===== src/rtl/fft8_pkg.sv =====
// Shared definitions for the FFT8 core and its output reader: sample format,
// frame size and the reader's two-state FSM encoding.
package fft8_pkg;

    localparam int DW     = 16;
    localparam int NBINS  = 8;
    localparam int FRAC_W = 8;
    localparam int IDX_W  = 3;

    localparam logic [IDX_W-1:0] LAST_IDX = IDX_W'(NBINS - 1);

    typedef enum logic {
        IDLE   = 1'b0,
        STREAM = 1'b1
    } state_t;

endpackage


===== src/rtl/fft8_mag_est.sv =====
// Combinational magnitude estimate: max(|re|,|im|) + min(|re|,|im|)/2.
// Absolute values are taken as unsigned so the most negative code maps to 2^(DW-1).
module fft8_mag_est #(
    parameter int DW = 16
) (
    input  logic [DW-1:0] re_i,
    input  logic [DW-1:0] im_i,
    output logic [DW-1:0] mag_o
);

    function automatic logic [DW-1:0] abs_u(input logic signed [DW-1:0] x);
        logic [DW-1:0] r;
        r = x[DW-1] ? (~x + 1'b1) : x;
        return r;
    endfunction

    logic signed [DW-1:0] re_s;
    logic signed [DW-1:0] im_s;
    logic [DW-1:0]        abs_re;
    logic [DW-1:0]        abs_im;
    logic [DW-1:0]        max_v;
    logic [DW-1:0]        min_v;

    assign re_s   = re_i;
    assign im_s   = im_i;
    assign abs_re = abs_u(re_s);
    assign abs_im = abs_u(im_s);

    always_comb begin
        max_v = abs_re;
        min_v = abs_im;
        if (abs_im > abs_re) begin
            max_v = abs_im;
            min_v = abs_re;
        end
    end

    // max <= 2^(DW-1) and min/2 <= 2^(DW-2), so the sum always fits in DW bits.
    assign mag_o = max_v + (min_v >> 1);

endmodule


===== src/rtl/fft8_out_reader.sv =====
// Serialises one parallel 8-bin FFT frame into a valid/ready bin stream with
// a magnitude estimate, a last-bin marker and a sticky dropped-frame flag.
module fft8_out_reader #(
    parameter int DW    = 16,
    parameter int NBINS = 8
) (
    input  logic          clk,
    input  logic          rst,
    input  logic [DW-1:0] in1_real,
    input  logic [DW-1:0] in2_real,
    input  logic [DW-1:0] in3_real,
    input  logic [DW-1:0] in4_real,
    input  logic [DW-1:0] in5_real,
    input  logic [DW-1:0] in6_real,
    input  logic [DW-1:0] in7_real,
    input  logic [DW-1:0] in8_real,
    input  logic [DW-1:0] in1_imag,
    input  logic [DW-1:0] in2_imag,
    input  logic [DW-1:0] in3_imag,
    input  logic [DW-1:0] in4_imag,
    input  logic [DW-1:0] in5_imag,
    input  logic [DW-1:0] in6_imag,
    input  logic [DW-1:0] in7_imag,
    input  logic [DW-1:0] in8_imag,
    input  logic          in_stb,
    output logic [DW-1:0] bin_real,
    output logic [DW-1:0] bin_imag,
    output logic [2:0]    bin_idx,
    output logic [DW-1:0] bin_mag,
    output logic          bin_valid,
    input  logic          bin_ready,
    output logic          bin_last,
    output logic          busy,
    output logic          overflow,
    input  logic          clr_ovf
);

    import fft8_pkg::state_t;
    import fft8_pkg::IDLE;
    import fft8_pkg::STREAM;
    import fft8_pkg::LAST_IDX;

    logic [DW-1:0] in_re [NBINS];
    logic [DW-1:0] in_im [NBINS];

    assign in_re[0] = in1_real;
    assign in_re[1] = in2_real;
    assign in_re[2] = in3_real;
    assign in_re[3] = in4_real;
    assign in_re[4] = in5_real;
    assign in_re[5] = in6_real;
    assign in_re[6] = in7_real;
    assign in_re[7] = in8_real;
    assign in_im[0] = in1_imag;
    assign in_im[1] = in2_imag;
    assign in_im[2] = in3_imag;
    assign in_im[3] = in4_imag;
    assign in_im[4] = in5_imag;
    assign in_im[5] = in6_imag;
    assign in_im[6] = in7_imag;
    assign in_im[7] = in8_imag;

    state_t        state_q;
    logic [2:0]    idx_q;
    logic          ovf_q;
    logic          ovf_d;
    logic [DW-1:0] re_q [NBINS];
    logic [DW-1:0] im_q [NBINS];

    logic streaming;
    logic xfer;
    logic last_xfer;
    logic load;
    logic drop;

    assign streaming = (state_q == STREAM);
    assign xfer      = streaming && bin_ready;
    assign last_xfer = xfer && (idx_q == LAST_IDX);
    // A strobe landing on the final transfer chains straight into the next frame.
    assign load      = in_stb && (!streaming || last_xfer);
    assign drop      = in_stb && streaming && !last_xfer;
    assign ovf_d     = drop || (ovf_q && !clr_ovf);

    always_ff @(posedge clk or posedge rst) begin
        if (rst) begin
            state_q <= IDLE;
            idx_q   <= '0;
            ovf_q   <= 1'b0;
            for (int i = 0; i < NBINS; i++) begin
                re_q[i] <= '0;
                im_q[i] <= '0;
            end
        end else begin
            ovf_q <= ovf_d;
            if (load) begin
                for (int i = 0; i < NBINS; i++) begin
                    re_q[i] <= in_re[i];
                    im_q[i] <= in_im[i];
                end
            end
            case (state_q)
                IDLE: begin
                    idx_q <= '0;
                    if (in_stb) begin
                        state_q <= STREAM;
                    end
                end
                STREAM: begin
                    if (load) begin
                        idx_q <= '0;
                    end else if (last_xfer) begin
                        state_q <= IDLE;
                        idx_q   <= '0;
                    end else if (xfer) begin
                        idx_q <= idx_q + 3'd1;
                    end
                end
                default: begin
                    state_q <= IDLE;
                    idx_q   <= '0;
                end
            endcase
        end
    end

    assign bin_real  = re_q[idx_q];
    assign bin_imag  = im_q[idx_q];
    assign bin_idx   = idx_q;
    assign bin_valid = streaming;
    assign busy      = streaming;
    assign bin_last  = streaming && (idx_q == LAST_IDX);
    assign overflow  = ovf_q;

    fft8_mag_est #(
        .DW(DW)
    ) u_mag (
        .re_i (bin_real),
        .im_i (bin_imag),
        .mag_o(bin_mag)
    );

endmodule


===== config.mk =====
export PLATFORM = sky130hd
export DESIGN_NAME = fft8_out_reader
export DESIGN_NICKNAME = d
export VERILOG_FILES = /design/src/rtl/fft8_pkg.sv /design/src/rtl/fft8_mag_est.sv /design/src/rtl/fft8_out_reader.sv
export SDC_FILE = /design/constraint.sdc
export NUM_CORES = 1
export LEC_CHECK = 0
export BUFFER_PORTS_ARGS = -buffer_cell sky130_fd_sc_hd__clkbuf_2
export CAP_MARGIN = 25
export CORE_UTILIZATION = 50
export CTS_CLUSTER_DIAMETER = 50
export CTS_CLUSTER_SIZE = 14
export DETAILED_ROUTE_END_ITERATION = 10
export PLACE_DENSITY_LB_ADDON = 0.3
export SLEW_MARGIN = 15
export SYNTH_ARGS = -nofsm -noshare
export SYNTH_HDL_FRONTEND = slang
export SYNTH_SLANG_ARGS = --single-unit

===== constraint.sdc =====
create_clock -name clk -period 7.4 [get_ports clk]
set_input_delay 0.74 -clock clk [delete_from_list [all_inputs] [get_ports clk]]
set_output_delay 0.74 -clock clk [all_outputs]
set_load 0.02 [all_outputs]

Word-level counts from Yosys, hierarchy flattened

Index checks and enable logic that the tools add are counted.

Reductions and logical operators: 12
Add/sub/neg operators: 4
Bitwise operators: 4
$lt $le $gt $ge: 2
Muxes and demuxes: 18
Equality and inequality tests: 2

Operators by type and width:

| cell                                          | number |
|---|---|
| 2-to-1 mux 16 bit                             | 8 |
| binary-select mux 16 bit (select 3 bit)       | 2 |
| adder 16 x 1 -> 16 bit, second input constant | 2 |
| inverter 16 bit                               | 2 |
| adder 16 x 15 -> 16 bit                       | 1 |
| > comparator 16 bit                           | 1 |
| 2-to-1 mux 3 bit                              | 3 |
| logical AND 1 bit                             | 7 |
| case mux 3 bit (2 select lines)               | 1 |
| >= comparator 4 bit, second input constant    | 1 |
| != test 4 x 1 -> 1 bit, second input constant | 1 |
| inverter 3 -> 4 bit                           | 1 |
| adder 3 x 1 -> 3 bit, second input constant   | 1 |
| == test 3 bit, second input constant          | 1 |
| logical NOT 1 bit                             | 3 |
| 2-to-1 mux 1 bit                              | 3 |
| logical OR 1 bit                              | 2 |
| case mux 1 bit (2 select lines)               | 1 |
| inverter 1 bit                                | 1 |

Logic and storage cells: 61
Flip-flop bits (word level): 261

Longest topological paths before layout

Gate-level depths: netlist of run 1.

Depth in word-level cells: 10
Gate-level depth with buffers: 31
Gate-level depth less buffers: 26

Cells and area by module

From an unflattened synthesis of run 1, not the netlist that was laid out.

Cells, all modules: 1025
Area total of the unflattened synthesis: 14823.0 um^2

Modules (own cells, without submodules):

| module          | seq. area each (um^2) | cells each | area an instance (um^2) | times used |
|---|---|---|---|---|
| fft8_out_reader | 6531.3                | 749        | 12884.9                 | 1 |
| fft8_mag_est    | 0.0                   | 276        | 1938.1                  | 1 |

Least setup slack after synthesis of run 1

OpenSTA, ideal clock, no wires.

Kind: register -> output
From: register idx_q[1] (netlist: bin_idx[1])
To: output port bin_mag[14]
Data arrival time: 6.691 ns
Stages on the path, launching flop included: 30
Data required time: 6.660 ns
Buffers on the path: 5
Slack: -0.031 ns
Cell sequence: dfrtp_1 buf_2 inv_1 buf_2 buf_2 clkbuf_1 nor2_1 a221oi_1 nor4_1 a41o_1 xnor2_1 inv_1 ha_1 or4_1 a21oi_1 o21ai_0 a31oi_1 o22ai_1 clkbuf_1 mux2i_1 ha_1 inv_1 fa_1 nor2b_1 o21a_1 o21ai_0 a21oi_1 a41oi_1 a21o_1 xnor2_1

Cells in the longest elaborated chain, start to end: 10

RTL lines:

| item                                                     | line                   | text |
|---|---|---|
| start: declaration                                       | fft8_out_reader.sv:64  | `logic [2:0] idx_q;` |
| start signal: assignment                                 | fft8_out_reader.sv:115 | `idx_q <= idx_q + 3'd1;` |
| inverter 3 -> 4 bit (not written as such) (*)            | fft8_out_reader.sv:127 | `assign bin_imag = im_q[idx_q];` |
| binary-select mux 16 bit (select 3 bit) (*)              | fft8_out_reader.sv:127 |  |
| 2-to-1 mux 16 bit (not written as such) (*) (2 in a row) | fft8_out_reader.sv:127 |  |
| via bin_imag[13]                                         | fft8_out_reader.sv:27  | `output logic [DW-1:0] bin_imag,` |
| inverter 16 bit                                          | fft8_mag_est.sv:13     | `r = x[DW-1] ? (~x + 1'b1) : x;` |
| adder 16 x 1 -> 16 bit                                   | fft8_mag_est.sv:13     |  |
| 2-to-1 mux 16 bit (*)                                    | fft8_mag_est.sv:13     |  |
| > comparator 16 bit                                      | fft8_mag_est.sv:32     | `if (abs_im > abs_re) begin` |
| 2-to-1 mux 16 bit                                        | fft8_mag_est.sv:32     |  |
| adder 16 x 15 -> 16 bit (*)                              | fft8_mag_est.sv:39     | `assign mag_o = max_v + (min_v >> 1);` |
| end: declaration                                         | fft8_out_reader.sv:29  | `output logic [DW-1:0] bin_mag,` |

The timed path passes the listed nets; every way through them passes the cells marked *. The select of a mux whose other input is x is not followed.

Worst setup path after layout of run 1

From: register idx_q[0] (netlist: bin_idx[0])
To: output port bin_mag[10]

Cells in the longest elaborated chain, start to end: 10

RTL lines:

| item                                                       | line |
|---|---|
| inverter 3 -> 4 bit (not written as such) (*)              | fft8_out_reader.sv:126, fft8_out_reader.sv:127 |
| binary-select mux 16 bit (select 3 bit) (on tied branches) | fft8_out_reader.sv:127, fft8_out_reader.sv:126 |
| 2-to-1 mux 16 bit (on tied branches) (2 in a row)          | fft8_out_reader.sv:127, fft8_out_reader.sv:126 |
| inverter 16 bit                                            | fft8_mag_est.sv:13 |
| adder 16 x 1 -> 16 bit                                     | fft8_mag_est.sv:13 |
| 2-to-1 mux 16 bit                                          | fft8_mag_est.sv:13 |
| > comparator 16 bit                                        | fft8_mag_est.sv:32 |
| 2-to-1 mux 16 bit                                          | fft8_mag_est.sv:32 |
| adder 16 x 15 -> 16 bit (*)                                | fft8_mag_est.sv:39 |

Every way passes the cells marked *; elsewhere a longest branch is shown, timed or not. The select of a mux whose other input is x is not followed.

==> flow_summary.json, run 1 <==
{
  "outcome": "finished clean",
  "relSlewSlack": 0.325,
  "drtIter0Drc": 558,
  "grt_pass1_vias": 10000,
  "num-fill-cells": 2082,
  "fp.dieH_um": 168,
  "skew_ps": 27.8,
  "cts_sinks": 261,
  "synth_flop_cell": "dfrtp_1",
  "place_hpwl_mm": 27.2,
  "rsz0062_at_grt": "yes",
  "hold_viol": 0,
  "cp_max_fo": 5,
  "design_area_mm2": 0.0176,
  "synth_warnings": 0,
  "clk_pin_slew_ps": 70,
  "period_share": 0.998,
  "hold_slack_ps": 102,
  "num_io_pins": 316,
  "tns_ps": 0,
  "grt_overflow": 0,
  "max_freq_ghz": 0.135,
  "syn_avg_cell_area_um2": 13.7,
  "fin_crit_ps": 7380,
  "drc_errors": 0,
  "ant_nets": 0,
  "grt_max_degree": 185,
  "setup_ws_ps": 18.1,
  "initial_utilization": 0.511,
  "viasPerCell": 5.69,
  "syn_to_final_growth_pct": 27.6,
  "die_area_mm2": 0.0283,
  "cts_root_buf": "clkbuf_16",
  "endpoint_kind": "output port",
  "firstDrtPassIters": 5,
  "drive_gt1_frac": 0.592,
  "crit_arrival_ps": 6640,
  "worst-setup-path-type": "reg2out",
  "portBuffers": 315,
  "highest_layer": "met5",
  "tightest_slew_ps": 1010,
  "grt_pass1_wl_mm": 55.7,
  "synthArstFlopShare": 1.00,
  "cp_common_cell": "xnor2_1",
  "synth_fp_nets": 1305,
  "pre_cts_slack_ps": 122,
  "max_cap_viol_count": 0,
  "yosysUniqueCellTypes": 63,
  "nets": 1668,
  "ys_ff_latch": 261,
  "cts_buffer_depth": 3,
  "place_area_mm2": 0.0159,
  "slowest_delay_ps": 560,
  "core_mm2": 0.0270,
  "clkLatencyLatePin_ps": 560,
  "cp_data_required_time_ps": 6660,
  "setup_viol": 0,
  "critPathSlowestCell": "mux4_1",
  "wl_per_cell_um": 21.4,
  "syn_area_mm2": 0.0138,
  "worstSetupStartpointType": "flip-flop",
  "wirelength_met1_mm": 15.9,
  "finalMaxSlewViolations": 0,
  "path_cells": "buf_6 -> buf_12 -> mux4_1 -> mux2_2 -> or4_4 -> o41ai_1 -> xnor2_1 -> ha_1 -> nand4_1 -> a21oi_1 -> a211oi_2 -> o22ai_4 -> mux2i_1 -> ha_2 -> inv_2 -> fa_2 -> nor2b_1 -> o21a_1 -> o21ai_2 -> a21oi_2 -> a41oi_2 -> nor2b_2 -> xnor2_1 -> buf_4",
  "routabilityCongestion": 0.960,
  "antenna_found_initial": 2,
  "wl_mm": 37.1,
  "dr_wl_met2_mm": 17.7,
  "met3_length_mm": 2.17,
  "synth_cells": 1008,
  "hold_path_class": "in2async",
  "num_vias": 9851,
  "diodes": 0,
  "crit_family": "compound AO/OA/AOI/OAI gates",
  "grt_util_all_layers": 0.257,
  "synth_edf_count": 0,
  "die_w_um": 168,
  "path_buf_inv": 4,
  "htreeDepth": 1,
  "rows": 60,
  "cts_tree": "done",
  "seq_area_frac_synth": 0.473,
  "numCtsBuffers": 28
}
==> per-layer routing <==
metal,track usage,vias to the layer above
met5,0,-
met3,0.0425,77
li1,-,4460
met2,0.411,312
met1,0.359,4998
met4,0.0866,4
==> cell families (layout without fill, tap and decap cells) <==
group                    Yosys count  in the layout  synth area share
AND/OR/NAND/NOR                   92             92            0.0365
adder cells (fa/ha/maj)           36             36            0.0332
flip-flops                       261            261             0.473
AO/OA/AOI/OAI                     94             95            0.0462
buffers and inverters            101            483            0.0313
multiplexers                     384            384             0.354
XOR/XNOR                          40             40            0.0254
==> sequential cells by signal, summed over array words and instances (netlist names) <==
signal / count
overflow: 1
bin_valid: 1
re_q: 128
im_q: 128
bin_idx: 3
==> worst reg2reg max path, stage by stage (launching register included) <==
cell,delay (ps)
dfrtp_4,510
buf_6,150
bufbuf_16,290
ha_1,210
ha_1,250
a21boi_0,290
nand2b_4,200
buf_12,650
mux2_2,620
==> final timing paths <==
path	startpoint	end	slack, ps	cells past startpoint
worst max-delay path	bin_idx[0]	bin_mag[10]	20	24
worst min-delay path	rst	re_q[85]	100	2
worst max register to register	bin_idx[0]	re_q[13]	4080	8
worst min register to register	im_q[49]	im_q[49]	500	1
max in group asynchronous	rst	im_q[40]	6170	3
min in group clk	clr_ovf	overflow	360	2
==> layout make-up <==
class	count	area [µm²]	share of cell area
multi-input cells	647	7140	0.405
flip-flops and latches	261	6540	0.371
well taps	341	427	0.0242
inverters	46	176	0.0100
repair buffers	387	2330	0.133
clock buffers	34	763	0.0433
clock inverters	16	234	0.0133
==> cell usage after synthesis (all sizes together) (4+ instances only) <==
library cell,count,area [µm²]
mux2i,63,647
nor2b,5,31.3
buf,21,131
nor2,25,93.8
mux4,54,1230
nand3,5,25.0
inv,45,169
a31oi,4,25.0
a21o,9,67.6
nand4,7,50.1
o31ai,5,42.5
a221oi,4,35.0
nor3,8,45.0
mux2,267,3010
xor2,6,52.6
o21ai,16,80.1
ha,35,438
nand2,13,48.8
and2,8,50.1
xnor2,34,298
a21oi,20,100
a22oi,5,37.5
dfrtp,261,6530
nand2b,6,37.5
o21a,6,45.0
clkbuf,34,128
==> per-stage QoR <==
step                      instances   util
after floorplan                1008      -
after global placement         1647  0.589
after detailed placement       1647  0.589
after CTS                      1705  0.633
after global routing           1732  0.652
final                          1732  0.652
==> timing repair <==
action,in CTS,in global routing
gates resized for setup,18,67
setup buffers,7,23
pin swaps,4,25
endpoints found under the hold margin,0,0
hold buffers,0,0
gates cloned,1,3
setup endpoints to repair,9,9
==> cells in the final DEF, fill, tap and decap left out, types with 6 or more instances in the layout <==
master       n
o21a_1       6
mux2i_2      7
mux4_2      53
a21oi_1     16
dfrtp_1    259
clkbuf_16   30
clkbuf_2   311
buf_4       58
ha_1        29
a21o_1       9
o21ai_0      9
xor2_1       6
xnor2_1     30
nor2_1      23
ha_2         6
mux2i_1     51
buf_12       8
and2_1       7
mux2_2     266
nand2_1     13
nor3_1       7
nand4_1      6
inv_1       41
Power of run 1 is not shown: default switching activity piles up to over one toggle a cycle in this logic, so the estimate is an artifact.
==> inputs of run 2 (changes only) <==
Settings changed: ABC_AREA set to 1, TNS_END_PERCENT set to 1.
==> flow_summary.json, run 2 <==
{
  "fp.dieH_um": 175,
  "grt_util_all_layers": 0.294,
  "grt_max_degree": 258,
  "portBuffers": 315,
  "cts_buffer_depth": 3,
  "synth_area_leaders": "dfrtp_1 (44%), nand2_1 (11%), a21oi_1 (7.9%)",
  "synth_top_cell_by_area": "dfrtp_1",
  "tns_ps": 0,
  "hold_buffers": 0,
  "wl_per_cell_um": 16.7,
  "period_share": 0.938,
  "rows": 62,
  "slowest_delay_ps": 590,
  "syn_to_final_growth_pct": 18.6,
  "initial_utilization": 0.515,
  "synthAdderAreaFrac": 0.0307,
  "synth_top_family_by_area": "simple AND/OR/NAND/NOR gates",
  "max_cap_viol_count": 0,
  "drtIter0Drc": 1106,
  "cts_root_buf": "clkbuf_16",
  "ant_nets": 0,
  "die_area_mm2": 0.0306,
  "ys_ff_latch": 261,
  "place_hpwl_mm": 33.0,
  "syn_area_mm2": 0.0149,
  "die_w_um": 175,
  "setup_viol": 0,
  "synthArstFlopShare": 1.00,
  "synth_top_cell_area_share": 0.437,
  "clk_pin_slew_ps": 60,
  "synth_mux_area_frac": 0.0301,
  "seq_area_frac_synth": 0.437,
  "synth_cells": 2019,
  "synth_xor_area_frac": 0.0128,
  "relSlewSlack": 0.261,
  "finalMaxSlewViolations": 0,
  "nets": 2577,
  "rsz0062_at_grt": "no",
  "worstSetupStartpointType": "flip-flop",
  "cts_tree": "done",
  "tightest_slew_ps": 1110,
  "cp_data_required_time_ps": 6660,
  "num-fill-cells": 2698,
  "routabilityCongestion": 0.934,
  "crit_arrival_ps": 6200,
  "worst-setup-path-type": "reg2out",
  "core_mm2": 0.0290,
  "grt_overflow": 0,
  "multi_input_area_mm2": 0.00670,
  "drive_gt1_frac": 0.206,
  "firstDrtPassIters": 5,
  "diodes": 0,
  "syn_avg_cell_area_um2": 7.40,
  "synth.most_common_cell": "nand2_1",
  "wl_mm": 45.0,
  "max_freq_ghz": 0.144,
  "fin_crit_ps": 6940,
  "drc_errors": 0,
  "final_common_cell": "nand2_1",
  "antenna_found_initial": 0,
  "cp_max_fo": 43,
  "grt_pass1_wl_mm": 70.9,
  "seqCellArea_mm2": 0.00654,
  "synth_edf_count": 0,
  "clkLatencyLatePin_ps": 550,
  "num_io_pins": 316,
  "numCtsBuffers": 29,
  "critPathSlowestCell": "dfrtp_4",
  "endpoint_kind": "output port",
  "synth-compound-area-share": 0.108,
  "outcome": "finished clean",
  "viasPerCell": 5.18,
  "hold_viol": 0,
  "cts_sinks": 261,
  "yosysUniqueCellTypes": 42,
  "num_vias": 13900,
  "synth_flop_cell": "dfrtp_1",
  "synth_fp_nets": 2316,
  "htreeDepth": 1,
  "synth_warnings": 0,
  "yosys-top-cells-count": "nand2_1 (445), inv_1 (281), nor2_1 (266), dfrtp_1 (261), a21oi_1 (237)",
  "hold_path_class": "in2reg",
  "skew_ps": 17.3,
  "final_cell_mix": "nand2_1 (443), clkbuf_2 (315), inv_1 (279)",
  "grt_pass1_vias": 13800,
  "synth-simple-area-share": 0.266
}
run 2: cell count changes after synthesis, sizes merged, moves of 214 or more:
cell / before / now
nand3: 5 / 219
nor2: 25 / 271
mux2: 267 / 40
inv: 45 / 285
a21oi: 20 / 237
nand2: 13 / 453
run 2: cells by family (layout without fill, tap and decap cells):
family                     Yosys count  after routing
AOI/OAI and AO/OA                  306            306
muxes                               40             40
adders and majority gates           36             36
DFF                                261            261
xor gates and xnor gates            21             21
and+or+nand+nor                    957            957
buffers and inverters              398            682
run 2: path summary, 6_finish.rpt:
path	to	depth (start not counted)	slack, ps	startpoint
max in group asynchronous	re_q[54]	4	5440	rst
min	overflow	2	380	clr_ovf
max reg2reg	re_q[124]	10	3640	bin_idx[0]
min reg2reg	im_q[25]	1	510	im_q[25]
min in group asynchronous	re_q[34]	3	430	rst
max	bin_mag[15]	35	460	bin_idx[0]
run 2: per-stage QoR:
stage | hold slack, ps | instance area (µm²) | utilization | std cells | setup slack (ps)
finish | 380 | 17700 | 0.611 | 2687 | 462
detailed placement | 494 | 16600 | 0.573 | 2628 | 546
global route | 365 | 17700 | 0.611 | 2687 | 32.6
global placement | 486 | 16600 | 0.573 | 2628 | 624
floorplan | 474 | 14900 | - | 2019 | 1710
CTS | 357 | 17700 | 0.609 | 2684 | 5.08
run 2: per-layer routing:
metal / vias up / share of wire / track usage
li1: 6872 / - / -
met1: 6439 / 0.41 / 0.377
met2: 501 / 0.48 / 0.504
met3: 97 / 0.060 / 0.0348
met4: 0 / 0.044 / 0.118
met5: - / 0 / 0
run 2: critical path: cells and delay by family (launching register included):
family | cells | cell delay (ps)
compound gates | 2 | 240
buf+inv | 11 | 1690
fa+ha+maj | 2 | 630
simple gates | 20 | 2450
flops | 1 | 590
run 2: repair_timing:
action	in CTS	in global routing
setup buffers	2	2
gates cloned	0	1
setup endpoints to repair	2	11
gates resized for setup	1	8
run 2: cell type report:
type	count	share of cell area
Timing Repair inverter	1	0.000424
Timing Repair Buffer	341	0.107
Inverter	286	0.0613
Clock inverter	17	0.0121
Tap cell	384	0.0271
Sequential cell	261	0.369
Clock buffer	37	0.0455
Multi-Input combinational cell	1360	0.378
Power of run 2 is left out for the same reason.
==> inputs of run 3 (changes only) <==
--- a/config.mk
+++ b/config.mk
@@ -10,5 +10,5 @@
 export CAP_MARGIN = 25
 export CORE_UTILIZATION = 50
-export CTS_CLUSTER_DIAMETER = 50
+export CTS_CLUSTER_DIAMETER = 120
 export CTS_CLUSTER_SIZE = 14
 export DETAILED_ROUTE_END_ITERATION = 10
==> constraint.sdc (replaced) <==
create_clock -name clk -period 7.4 [get_ports clk]
set_input_delay 0 -clock clk [delete_from_list [all_inputs] [get_ports clk]]
set_output_delay 0 -clock clk [all_outputs]
set_load 0.02 [all_outputs]
==> flow_summary.json, run 3 (synthesized netlist as in run 2, its figures left out) <==
{
  "cp_max_fo": 31,
  "grt_pass1_wl_mm": 82.9,
  "max_freq_ghz": 0.148,
  "grt_pass1_vias": 15600,
  "tightest_slew_ps": 1080,
  "tns_ps": 0,
  "max_cap_viol_count": 0,
  "worst-setup-path-type": "reg2out",
  "skew_ps": 17.1,
  "routabilityCongestion": 0.959,
  "critPathSlowestCell": "dfrtp_4",
  "viasPerCell": 5.36,
  "portBuffers": 315,
  "grt_util_all_layers": 0.348,
  "relSlewSlack": 0.281,
  "slowest_delay_ps": 650,
  "htreeDepth": 1,
  "clkLatencyLatePin_ps": 530,
  "worstSetupStartpointType": "flip-flop",
  "rows": 62,
  "drc_errors": 0,
  "place_hpwl_mm": 33.6,
  "hold_viol": 0,
  "num_io_pins": 316,
  "r2r_end": "re_q[124]",
  "outcome": "finished clean",
  "cp_common_cell": "nand2_1",
  "cts_tree": "done",
  "firstDrtPassIters": 6,
  "syn_to_final_growth_pct": 32.6,
  "crit_arrival_ps": 6780,
  "r2r_slack_ps": 4090,
  "cts_sinks": 261,
  "num_vias": 15600,
  "die_area_mm2": 0.0306,
  "drive_gt1_frac": 0.173,
  "r2r_cells": 10,
  "initial_utilization": 0.515,
  "grt_overflow": 0,
  "final_cell_mix": "nand2_1 (444), clkbuf_2 (315), inv_1 (279)",
  "final_common_cell": "nand2_1",
  "numCtsBuffers": 22,
  "cts_buffer_depth": 3,
  "clk_pin_slew_ps": 70,
  "core_mm2": 0.0290,
  "ant_nets": 0,
  "num-fill-cells": 2323,
  "cp_data_required_time_ps": 7400,
  "rsz0062_at_grt": "no",
  "period_share": 0.916,
  "nets": 2825,
  "finalMaxSlewViolations": 0,
  "die_w_um": 175,
  "antenna_found_initial": 1,
  "fp.dieH_um": 175,
  "endpoint_kind": "output port",
  "cts_root_buf": "clkbuf_16",
  "grt_max_degree": 260,
  "wl_mm": 54.0,
  "setup_viol": 0,
  "hold_path_class": "in2async",
  "rr_startpoint": "bin_idx[0]",
  "fin_crit_ps": 6780,
  "wl_per_cell_um": 18.5,
  "drtIter0Drc": 1273
}
-- run 3: cell types whose count changed in the layout (fill, tap and decap cells not counted), moves of 2 or more --
cell and change:
clkbuf_1 -2, clkbuf_8 -5, inv_6 -4, dlygate4sd3_1 +261
clkbuf_16 -6, clkinv_2 -5, bufinv_16 -4, buf_12 -3
clkinvlp_4 -4
-- run 3: what timing repair did --
item	4_1_cts	5_1_grt
buffers inserted	0	2
hold buffers	261	0
resized for setup	0	4
hold endpoints to repair	379	0
endpoints found under the setup margin	0	5
-- run 3: final cells by class --
type | instances | area, µm² | area share
Multi-Input combinational cell | 1360 | 6690 | 0.338
Sequential cell | 261 | 6540 | 0.330
Clock buffer | 24 | 579 | 0.0292
Inverter | 286 | 1100 | 0.0554
Clock inverter | 1 | 7.51 | 0.000379
Tap cell | 384 | 480 | 0.0243
Timing Repair Buffer | 597 | 4420 | 0.223
Antenna cell | 1 | 2.50 | 0.000126
-- run 3: worst max-delay path by stage --
stage,end,start,slack (ps)
finish,bin_mag[14],bin_idx[1],620
global route,bin_mag[14],bin_idx[1],20
CTS,bin_mag[14],bin_idx[0],470
detailed placement,bin_mag[14],bin_idx[0],1040
global placement,bin_mag[14],bin_idx[1],1150
floorplan,bin_idx[0],rst,220
-- run 3: metal layers --
| metal | vias up | GRT usage | wire length (µm) |
|---|---|---|---|
| li1 | 7338 | - | - |
| met5 | - | 0 | 0 |
| met3 | 181 | 0.0409 | 3480 |
| met4 | 0 | 0.186 | 3160 |
| met2 | 778 | 0.613 | 27000 |
| met1 | 7332 | 0.416 | 20400 |
-- run 3: worst max-delay path, delay by kind of cell, from the launching register on --
kind                     cells  cell delay, ps
buffers and inverters        7            1670
adder cells (fa/ha/maj)      4            1190
flip-flops                   1             650
AO/OA/AOI/OAI                8            1230
AND/OR/NAND/NOR              9             940
XOR/XNOR                     2             550
-- run 3: metrics by stage --
stage | setup slack (ps) | hold WS (ps) | std cells | utilization | area [µm²]
2_1_floorplan | 216 | 99.0 | 2019 | - | 14900
3_3_place_gp | 1150 | 188 | 2624 | 0.570 | 16500
3_5_place_dp | 1040 | 202 | 2624 | 0.570 | 16500
4_1_cts | 470 | 243 | 2910 | 0.680 | 19700
5_1_grt | 23.4 | 270 | 2914 | 0.683 | 19800
6_report | 621 | 228 | 2914 | 0.683 | 19800
Power of run 3 is left out for the same reason.
